**config.mk**
```make
export PLATFORM = sky130hd
export DESIGN_NAME = btb_assoc
export DESIGN_NICKNAME = d
export VERILOG_FILES = /design/src/rtl/btb_assoc.sv
export SDC_FILE = /design/constraint.sdc
export NUM_CORES = 2
export LEC_CHECK = 0
export CAP_MARGIN = 20
export CORE_AREA = 2 2 539 541
export DETAILED_ROUTE_END_ITERATION = 6
export DIE_AREA = 0 0 541 543
export DONT_BUFFER_PORTS = 1
export SYNTH_ARGS = -nofsm -noshare
export SYNTH_HDL_FRONTEND = slang
export SYNTH_SLANG_ARGS = --single-unit
```
**constraint.sdc**
```tcl
create_clock -name clk -period 4.6 [get_ports clk]
set_clock_uncertainty 0.2 [all_clocks]
set_input_delay 0.46 -clock clk [delete_from_list [all_inputs] [get_ports clk]]
set_output_delay 0.46 -clock clk [all_outputs]
set_load 0.02 [all_outputs]
```
**src/rtl/btb_assoc.sv**
```systemverilog
// Set-associative branch target buffer: combinational lookup, one update per cycle,
// per-entry saturating direction counter and per-set round-robin replacement.
module btb_assoc #(
  parameter int XLEN  = 32,
  parameter int SETS  = 16,
  parameter int WAYS  = 2,
  parameter int CNT_W = 2
) (
  input  logic            clk,
  input  logic            rst,
  input  logic [XLEN-1:0] pc,
  input  logic            update,
  input  logic [XLEN-1:0] update_pc,
  input  logic [XLEN-1:0] update_target,
  input  logic            update_taken,
  input  logic            invalidate_all,
  output logic [XLEN-1:0] target_pc,
  output logic            valid,
  output logic            predicted_taken,
  output logic [1:0]      hit_way
);

  localparam int IDX_W = $clog2(SETS);
  localparam int TAG_W = XLEN - IDX_W - 2;
  localparam int PTR_W = (WAYS > 1) ? $clog2(WAYS) : 1;
  localparam logic [CNT_W-1:0] CNT_MAX  = {CNT_W{1'b1}};
  localparam logic [CNT_W-1:0] CNT_INIT = CNT_W'(1) << (CNT_W - 1);
  localparam logic [PTR_W-1:0] PTR_LAST = PTR_W'(WAYS - 1);

  logic             r_valid [SETS][WAYS];
  logic [TAG_W-1:0] r_tag   [SETS][WAYS];
  logic [XLEN-1:0]  r_tgt   [SETS][WAYS];
  logic [CNT_W-1:0] r_cnt   [SETS][WAYS];
  logic [PTR_W-1:0] r_ptr   [SETS];

  logic [IDX_W-1:0] w_idx;
  logic [TAG_W-1:0] w_tag;
  logic             w_hit;
  logic [PTR_W-1:0] w_way;

  logic [IDX_W-1:0] w_u_idx;
  logic [TAG_W-1:0] w_u_tag;
  logic             w_u_hit;
  logic [PTR_W-1:0] w_u_way;
  logic             w_inv_found;
  logic [PTR_W-1:0] w_inv_way;
  logic [PTR_W-1:0] w_victim;
  logic [PTR_W-1:0] w_ptr_nxt;
  logic [CNT_W-1:0] w_cnt_cur;
  logic [CNT_W-1:0] w_cnt_nxt;

  logic w_unused;
  assign w_unused = ^{pc[1:0], update_pc[1:0]};

  assign w_idx   = pc[IDX_W+1:2];
  assign w_tag   = pc[XLEN-1:IDX_W+2];
  assign w_u_idx = update_pc[IDX_W+1:2];
  assign w_u_tag = update_pc[XLEN-1:IDX_W+2];

  // Descending scans so the lowest-numbered match wins.
  always_comb begin
    w_hit = 1'b0;
    w_way = '0;
    for (int w = WAYS - 1; w >= 0; w--) begin
      if (r_valid[w_idx][w] && (r_tag[w_idx][w] == w_tag)) begin
        w_hit = 1'b1;
        w_way = PTR_W'(w);
      end
    end
  end

  always_comb begin
    w_u_hit     = 1'b0;
    w_u_way     = '0;
    w_inv_found = 1'b0;
    w_inv_way   = '0;
    for (int w = WAYS - 1; w >= 0; w--) begin
      if (r_valid[w_u_idx][w] && (r_tag[w_u_idx][w] == w_u_tag)) begin
        w_u_hit = 1'b1;
        w_u_way = PTR_W'(w);
      end
      if (!r_valid[w_u_idx][w]) begin
        w_inv_found = 1'b1;
        w_inv_way   = PTR_W'(w);
      end
    end
  end

  assign w_victim  = w_inv_found ? w_inv_way : r_ptr[w_u_idx];
  assign w_ptr_nxt = (r_ptr[w_u_idx] == PTR_LAST) ? '0 : r_ptr[w_u_idx] + PTR_W'(1);

  always_comb begin
    w_cnt_cur = r_cnt[w_u_idx][w_u_way];
    w_cnt_nxt = w_cnt_cur;
    if (update_taken) begin
      if (w_cnt_cur != CNT_MAX) w_cnt_nxt = w_cnt_cur + CNT_W'(1);
    end else begin
      if (w_cnt_cur != '0) w_cnt_nxt = w_cnt_cur - CNT_W'(1);
    end
  end

  assign valid           = w_hit;
  assign predicted_taken = w_hit & r_cnt[w_idx][w_way][CNT_W-1];
  assign hit_way         = w_hit ? 2'(w_way) : 2'd0;
  assign target_pc       = w_hit ? r_tgt[w_idx][w_way] : pc + XLEN'(4);

  // Invalidate only drops valid bits and pointers; targets and counters persist.
  always_ff @(posedge clk or negedge rst) begin
    if (!rst) begin
      for (int s = 0; s < SETS; s++) begin
        r_ptr[s] <= '0;
        for (int w = 0; w < WAYS; w++) begin
          r_valid[s][w] <= 1'b0;
          r_tag[s][w]   <= '0;
          r_tgt[s][w]   <= '0;
          r_cnt[s][w]   <= '0;
        end
      end
    end else if (invalidate_all) begin
      for (int s = 0; s < SETS; s++) begin
        r_ptr[s] <= '0;
        for (int w = 0; w < WAYS; w++) begin
          r_valid[s][w] <= 1'b0;
        end
      end
    end else if (update) begin
      if (w_u_hit) begin
        r_cnt[w_u_idx][w_u_way] <= w_cnt_nxt;
        if (update_taken) r_tgt[w_u_idx][w_u_way] <= update_target;
      end else if (update_taken) begin
        r_valid[w_u_idx][w_victim] <= 1'b1;
        r_tag[w_u_idx][w_victim]   <= w_u_tag;
        r_tgt[w_u_idx][w_victim]   <= update_target;
        r_cnt[w_u_idx][w_victim]   <= CNT_INIT;
        if (!w_inv_found) r_ptr[w_u_idx] <= w_ptr_nxt;
      end
    end
  end

endmodule

```
### Word-level counts from Yosys, hierarchy flattened

Cells that the tools add are included.

* $add $sub $neg: 4
* reduce and logical (&&, ||, !) cells: 16
* eq/ne operators: 7
* mux-type cells: 94
* bitwise operators: 12
* magnitude comparators: 8

Operators with widths (number)
* 1024-bit 2-to-1 mux: 3
* 1024-bit bitwise mux: 2
* 832-bit bitwise mux: 1
* 64-bit demux with 4-bit select: 2
* 52-bit binary-select mux with 4-bit select: 2
* 64-bit 2-to-1 mux: 6
* 32-bit 2-to-1 mux: 10
* 52-bit 2-to-1 mux: 5
* 64-bit binary-select mux with 4-bit select: 1
* 52-bit demux with 4-bit select: 1
* 26-bit equality test: 4
* 16-bit 2-to-1 mux: 5
* 64-bit bitwise mux: 1
* 32-bit demux with 1-bit select: 2
* 32-bit OR: 2
* 32-bit by 3-bit adder with 32-bit output (second input constant): 1
* 32-bit bitwise AND: 1
* 4-bit binary-select mux with 4-bit select: 2
* 4-bit demux with 4-bit select: 2
* 2-bit 2-to-1 mux: 16
* 32-bit NOT: 1
* 26-bit demux with 1-bit select: 1
* 26-bit 2-to-1 mux: 1
* 4-bit 2-to-1 mux: 6
* other kinds (24): 63

* output and inout port bits: 36
* input port bits: 101
* word-level logic and storage cells: 285
* bits in registers: 1968

### Longest topological paths before layout

* word-level depth: 19
* gate-level depth with buffers: 22
* mapped depth without buffers: 10

### Worst setup path after synthesis

No wires, ideal clock.

* path type: input to output
* start point: input pc[2]
* end point: output predicted_taken
* buffers on the path: 7
* path slack: -0.567 ns
* arrival time: 4.507 ns
* cell stages on the path: 13
* required time: 3.940 ns
* cells stage by stage: buf_2 > buf_2 > buf_2 > buf_2 > buf_2 > mux4_2 > mux4_2 > xnor2_1 > nand4_1 > or4_1 > clkbuf_1 > clkbuf_1 > o21ai_0

* longest elaborated chain between the ends: 13
* elaborated cells between the ends (all ways): 22
* those cells by class: 2 x eq/ne; 15 x mux; 3 x bitwise; 2 x reduce/logical

Ends and longest elaborated chain
* start, declared: line 11 `input logic [XLEN-1:0] pc,`
* 4-bit NOT with 5-bit output (not written as such) (*): line 65, 103
* 52-bit binary-select mux with 4-bit select: line 65 `if (r_valid[w_idx][w] && (r_tag[w_idx][w] == w_tag)) begin`
* 52-bit 2-to-1 mux (not written as such) (2 in series): line 65
* 26-bit equality test: line 65
* 1-bit logical AND: line 65
* 1-bit 2-to-1 mux (2 in series): line 65
* 1-bit NOT with 2-bit output (not written as such): line 103 `assign predicted_taken = w_hit & r_cnt[w_idx][w_way][CNT_W-1];`
* 2-bit 2-to-1 mux (not written as such) (3 in series): line 103
* 1-bit bitwise AND (*): line 103
* end, declared: line 19 `output logic predicted_taken,`

Every way passes the cells marked *; elsewhere a longest branch is shown, timed or not. The select of a mux whose other input is x is not followed.

### Worst setup path after layout

* start point: input pc[3]
* end point: output target_pc[11]

* longest elaborated chain between the ends: 13
* elaborated cells between the ends (all ways): 23
* those cells by class: 1 x add/sub; 2 x eq/ne; 16 x mux; 2 x bitwise; 2 x reduce/logical

Ends and longest elaborated chain
* 4-bit NOT with 5-bit output (not written as such): line 65, 105
* 52-bit binary-select mux with 4-bit select: line 65
* 52-bit 2-to-1 mux (not written as such) (2 in series): line 65
* 26-bit equality test: line 65
* 1-bit logical AND: line 65
* 1-bit 2-to-1 mux (2 in series): line 65
* 1-bit NOT with 2-bit output (not written as such): line 105 `assign target_pc = w_hit ? r_tgt[w_idx][w_way] : pc + XLEN'(4);`
* 32-bit 2-to-1 mux (not written as such) (3 in series): line 105
* 32-bit 2-to-1 mux (*): line 105
* end, declared: line 17 `output logic [XLEN-1:0] target_pc,`

Marks and branches as above.

==> summary.md <==
| Metric | Value |
|---|---|
| Die H | `543 um` |
| Sequential Power Share | `0.466` |
| Adder-Cell Fraction of Synth Area | `0.0005234` |
| Multiplexer area fraction after synthesis | `0.4128` |
| CTS max path bufs | `4` |
| Uppermost layer routed | `met5` |
| Slew Viols, Final | `529` |
| Worst-case reg-to-reg path depth | `13` |
| CP endpoint | `target_pc[11]` |
| Fillers | `25980` |
| Met2 WL | `152.7 mm` |
| CP required | `between 3 and 4 ns` |
| Register area | `49250 sq um` |
| Top_reg_cell synth | `dfrtp_1` |
| Routed WL | `326.6 mm` |
| First-pass GRT wire length | `approximately 470 mm` |
| Initial antenna violation count | `27` |
| Worst reg2reg startpoint | `r_tag[257]` |
| CP Data Arrival Time | `8.14 ns` |
| Final setup margin | `-4.196 ns` |
| Total congestion overflow | `0` |
| Final setup viols | `36` |
| Violated checks | `slew limit, setup timing` |
| Mapped Area | `100400 sq um` |
| Met3 routed WL | `22.98 mm` |
| Vias in the first global route | `64060` |
| CORE AREA | `287400 sq um` |
| Peak supply drop | `323.8 uV` |
| Post-synth EDFFs | `0` |
| Placed Cells | `10050` |
| Initial DRC count | `5773` |
| Clock power share | `0.421` |
| Final cell count without fillers | `10590` |
| Htree depth | `4` |
| Sw Pwr | `between 10 and 15 mW` |
| Wire length on met1 | `between 100 and 150 mm` |
| Tmin final | `8.796 ns` |
| CTS Sinks | `between 1500 and 2000` |
| Clk Latency, worst-skew pair | `0.89 ns` |
| Final nets | `between 6000 and 7000` |
| Drt wl/cell | `30.85 um` |
| Top Ports | `about 140` |
| Syn Area/Cell | `15.38 sq um` |
| Post-synth top area cell | `dfrtp_1` |
| Flops & latches, synth | `approximately 2000` |
| Seq/Total Area, Yosys | `0.4905` |
| Post-synth top area share | `0.4905` |
| Reg2Reg Setup Slack | `0.09 ns` |
| Min Hold Slack | `0.004817 ns` |
| Largest family of logic cells by synthesized area | `multiplexers` |
| Pwr Density | `353.0 nW/um^2` |
| Full die area | `293800 sq um` |
| Area occupied by multi-input gates | `48040 sq um` |
| RePlAce Congestion | `0.8391` |
| Via/cell ratio | `approximately 5.8` |
| Timing-limited maximum frequency | `~110 MHz` |
| TritonCTS clock tree | `built` |
| Worst slew pin tran | `between 6 and 7 ns` |
| Final period util | `1.912` |
| PortBufs | `0` |
| Largest net degree at the start of global routing | `between 400 and 500` |
| CP endpoint kind | `output pin` |
| Leakage | `53.73 nW` |
| DRC viols | `0` |
| Detail Route Antenna Nets | `0` |
| Max Cap Viol | `0` |
| RSZ-0062 raised after global routing | `yes` |
| Tot GR Track Use | `0.2194` |
| Area growth syn-to-layout | `16.34%` |
| Post-Synth Simple-Gate Area | `0.02496` |
| Crit path launch | `pc[3]` |
| Post-synthesis cell count | `~6500` |
| Pre-antenna DRT Iters | `5` |
| CTS Root Cell | `clkbuf_16` |
| FF-to-FF End | `r_tag[574]` |
| Worst hold path type | `in2async` |
| Net Count, Synth | `between 6000 and 7000` |
| Setup TNS Final | `-144.45 ns` |
| Comb pwr share | `0.113` |
| Chip width | `541 um` |
| Async SR Flop Fraction | `1.000` |
| Outcome | `finished, violations left` |
| CP Class | `in2out` |
| Unique cell type count in the Yosys netlist | `90` |
| HPWL Detailed | `197.7 mm` |
| Crit-path max FO | `484` |
| Critical Path Start Type | `input port` |
| Worst slew margin | `-3.559` |
| Internal Power | `31.20 mW` |
| Total CTS buffers | `211` |
| Synth Area in XOR/XNOR | `0.01073` |
| Clk slew on worst S/H paths | `0.06 ns` |
| Share of layout cells above drive strength 1 | `0.4754` |
| Compound-Gate Fraction of Synth Area | `0.02408` |
| Yosys warns | `0` |
| Top cells by area, synth | `dfrtp_1, mux4_2, mux2_2, mux2_1, mux2i_1` |
| Sw Ratio | `0.2431` |
| Via count | `between 60000 and 70000` |
| Endpoints failing hold | `0` |
| # rows | `197` |
| Initial Utilization | `0.3493` |
-- power by group through the flow --
| stage | Sequential [mW] | Combinational (mW) | Clock, mW |
|---|---|---|---|
| after floorplan | 19.2 | 3.29 | 0 |
| after global placement | 19.4 | 3.88 | 0 |
| after detailed placement | 19.5 | 3.96 | 0 |
| after CTS | 19.2 | 4.39 | 17.6 |
| after global routing | 19.3 | 4.89 | 18.4 |
| final | 19.2 | 4.67 | 17.3 |
-- cell type report --
cell class	count	share of cell area
inverter	74	0.002378
multi-input combinational	3831	0.4113
tap	3781	0.04050
timing repair buffer	545	0.06439
clock inverter	74	0.006588
sequential	1968	0.4216
antenna	16	0.0003428
clock buffer	298	0.05284
-- kinds of logic after synthesis --
kind of cell               count (synthesis)
AOI/OAI and AO/OA                        344
other                                      1
buffers and inverters                    729
DFF                                     1968
and+or+nand+nor                          457
xor gates and xnor gates                 123
muxes                                   2901
adders and majority gates                  5
-- placed cells by master, fill, tap and decap left out, types with 15 or more instances in the layout --
cell type / instances
inv_1: 71
o21ai_4: 17
diode_2: 16
clkbuf_16: 226
clkbuf_1: 35
mux2_2: 1397
xnor2_1: 90
nor3_1: 22
nand3_1: 47
buf_4: 223
buf_12: 197
nor2_1: 99
dfrtp_1: 1968
mux2i_1: 238
a21oi_1: 24
and3_1: 21
xor2_1: 25
clkbuf_8: 48
mux2_1: 370
mux2_4: 125
buf_16: 25
clkinv_2: 48
o22ai_1: 20
nand2_1: 99
a221oi_1: 26
nand4_1: 37
o21ai_0: 59
mux4_2: 764
a221o_1: 15
dlygate4sd3_1: 74
a22oi_1: 64
-- worst min-delay path by stage --
stage	endpoint	slack, ns	cells after the start
floorplan	r_cnt[0]	-0.04	0
global placement	r_tgt[910]	-0.04	0
detailed placement	r_tgt[910]	-0.04	0
CTS	r_valid[0]	0.002	4
global route	r_tgt[975]	0.03	2
finish	r_tgt[975]	0.005	2
-- cell usage after synthesis, types with 65 or more instances --
library cell,n
a22oi_1,65
o21ai_0,74
nor2_1,108
mux4_2,764
xnor2_1,98
mux2_4,125
buf_2,158
nand2_1,99
inv_1,72
mux2_2,1397
dfrtp_1,1968
mux2i_1,244
clkbuf_1,323
mux2_1,370
-- stage by stage --
stage / instance area [sq um] / utilization / total power, mW / setup slack, ns
5_1_grt: 116800 / 0.4063 / 42.62 / -0.6419
4_1_cts: 115800 / 0.4030 / 41.22 / -0.6018
2_1_floorplan: 100500 / - / 22.53 / 0.01227
6_report: 116800 / 0.4064 / 41.23 / -4.196
3_5_place_dp: 107200 / 0.3731 / 23.47 / -0.4857
3_3_place_gp: 107200 / 0.3731 / 23.29 / -0.5534
-- critical path, stage by stage --
cell and delay (ns):
mux4_2 1.74, mux4_2 0.57, xnor2_2 0.20, nand4_1 0.21, or4_4 0.50, nor4_4 0.20
buf_12 0.16, and2_4 0.21, buf_12 0.21, mux2i_1 0.25, o21ai_1 0.09, buf_4 0.17
-- state kept, by name, summed over array words and instances, names as in the netlist --
name     count
r_valid     32
r_tgt     1024
r_cnt       64
r_ptr       16
r_tag      832
-- layer usage --
layer / vias to the layer above / track usage
met3: 553 / 0.04393
li1: 25010 / -
met5: - / 0
met4: 10 / 0.08445
met2: 2141 / 0.3476
met1: 34090 / 0.2961
-- timing repair --
item | in CTS | in global routing
endpoints found under the hold margin | 2182 | 0
pin swaps | 5 | 4
setup endpoints to repair | 35 | 143
cloned | 1 | 4
gates resized for setup | 35 | 15
setup buffers | 1 | 3
hold buffers | 108 | 0
No activity file was read; power rests on OpenSTA's default activity.
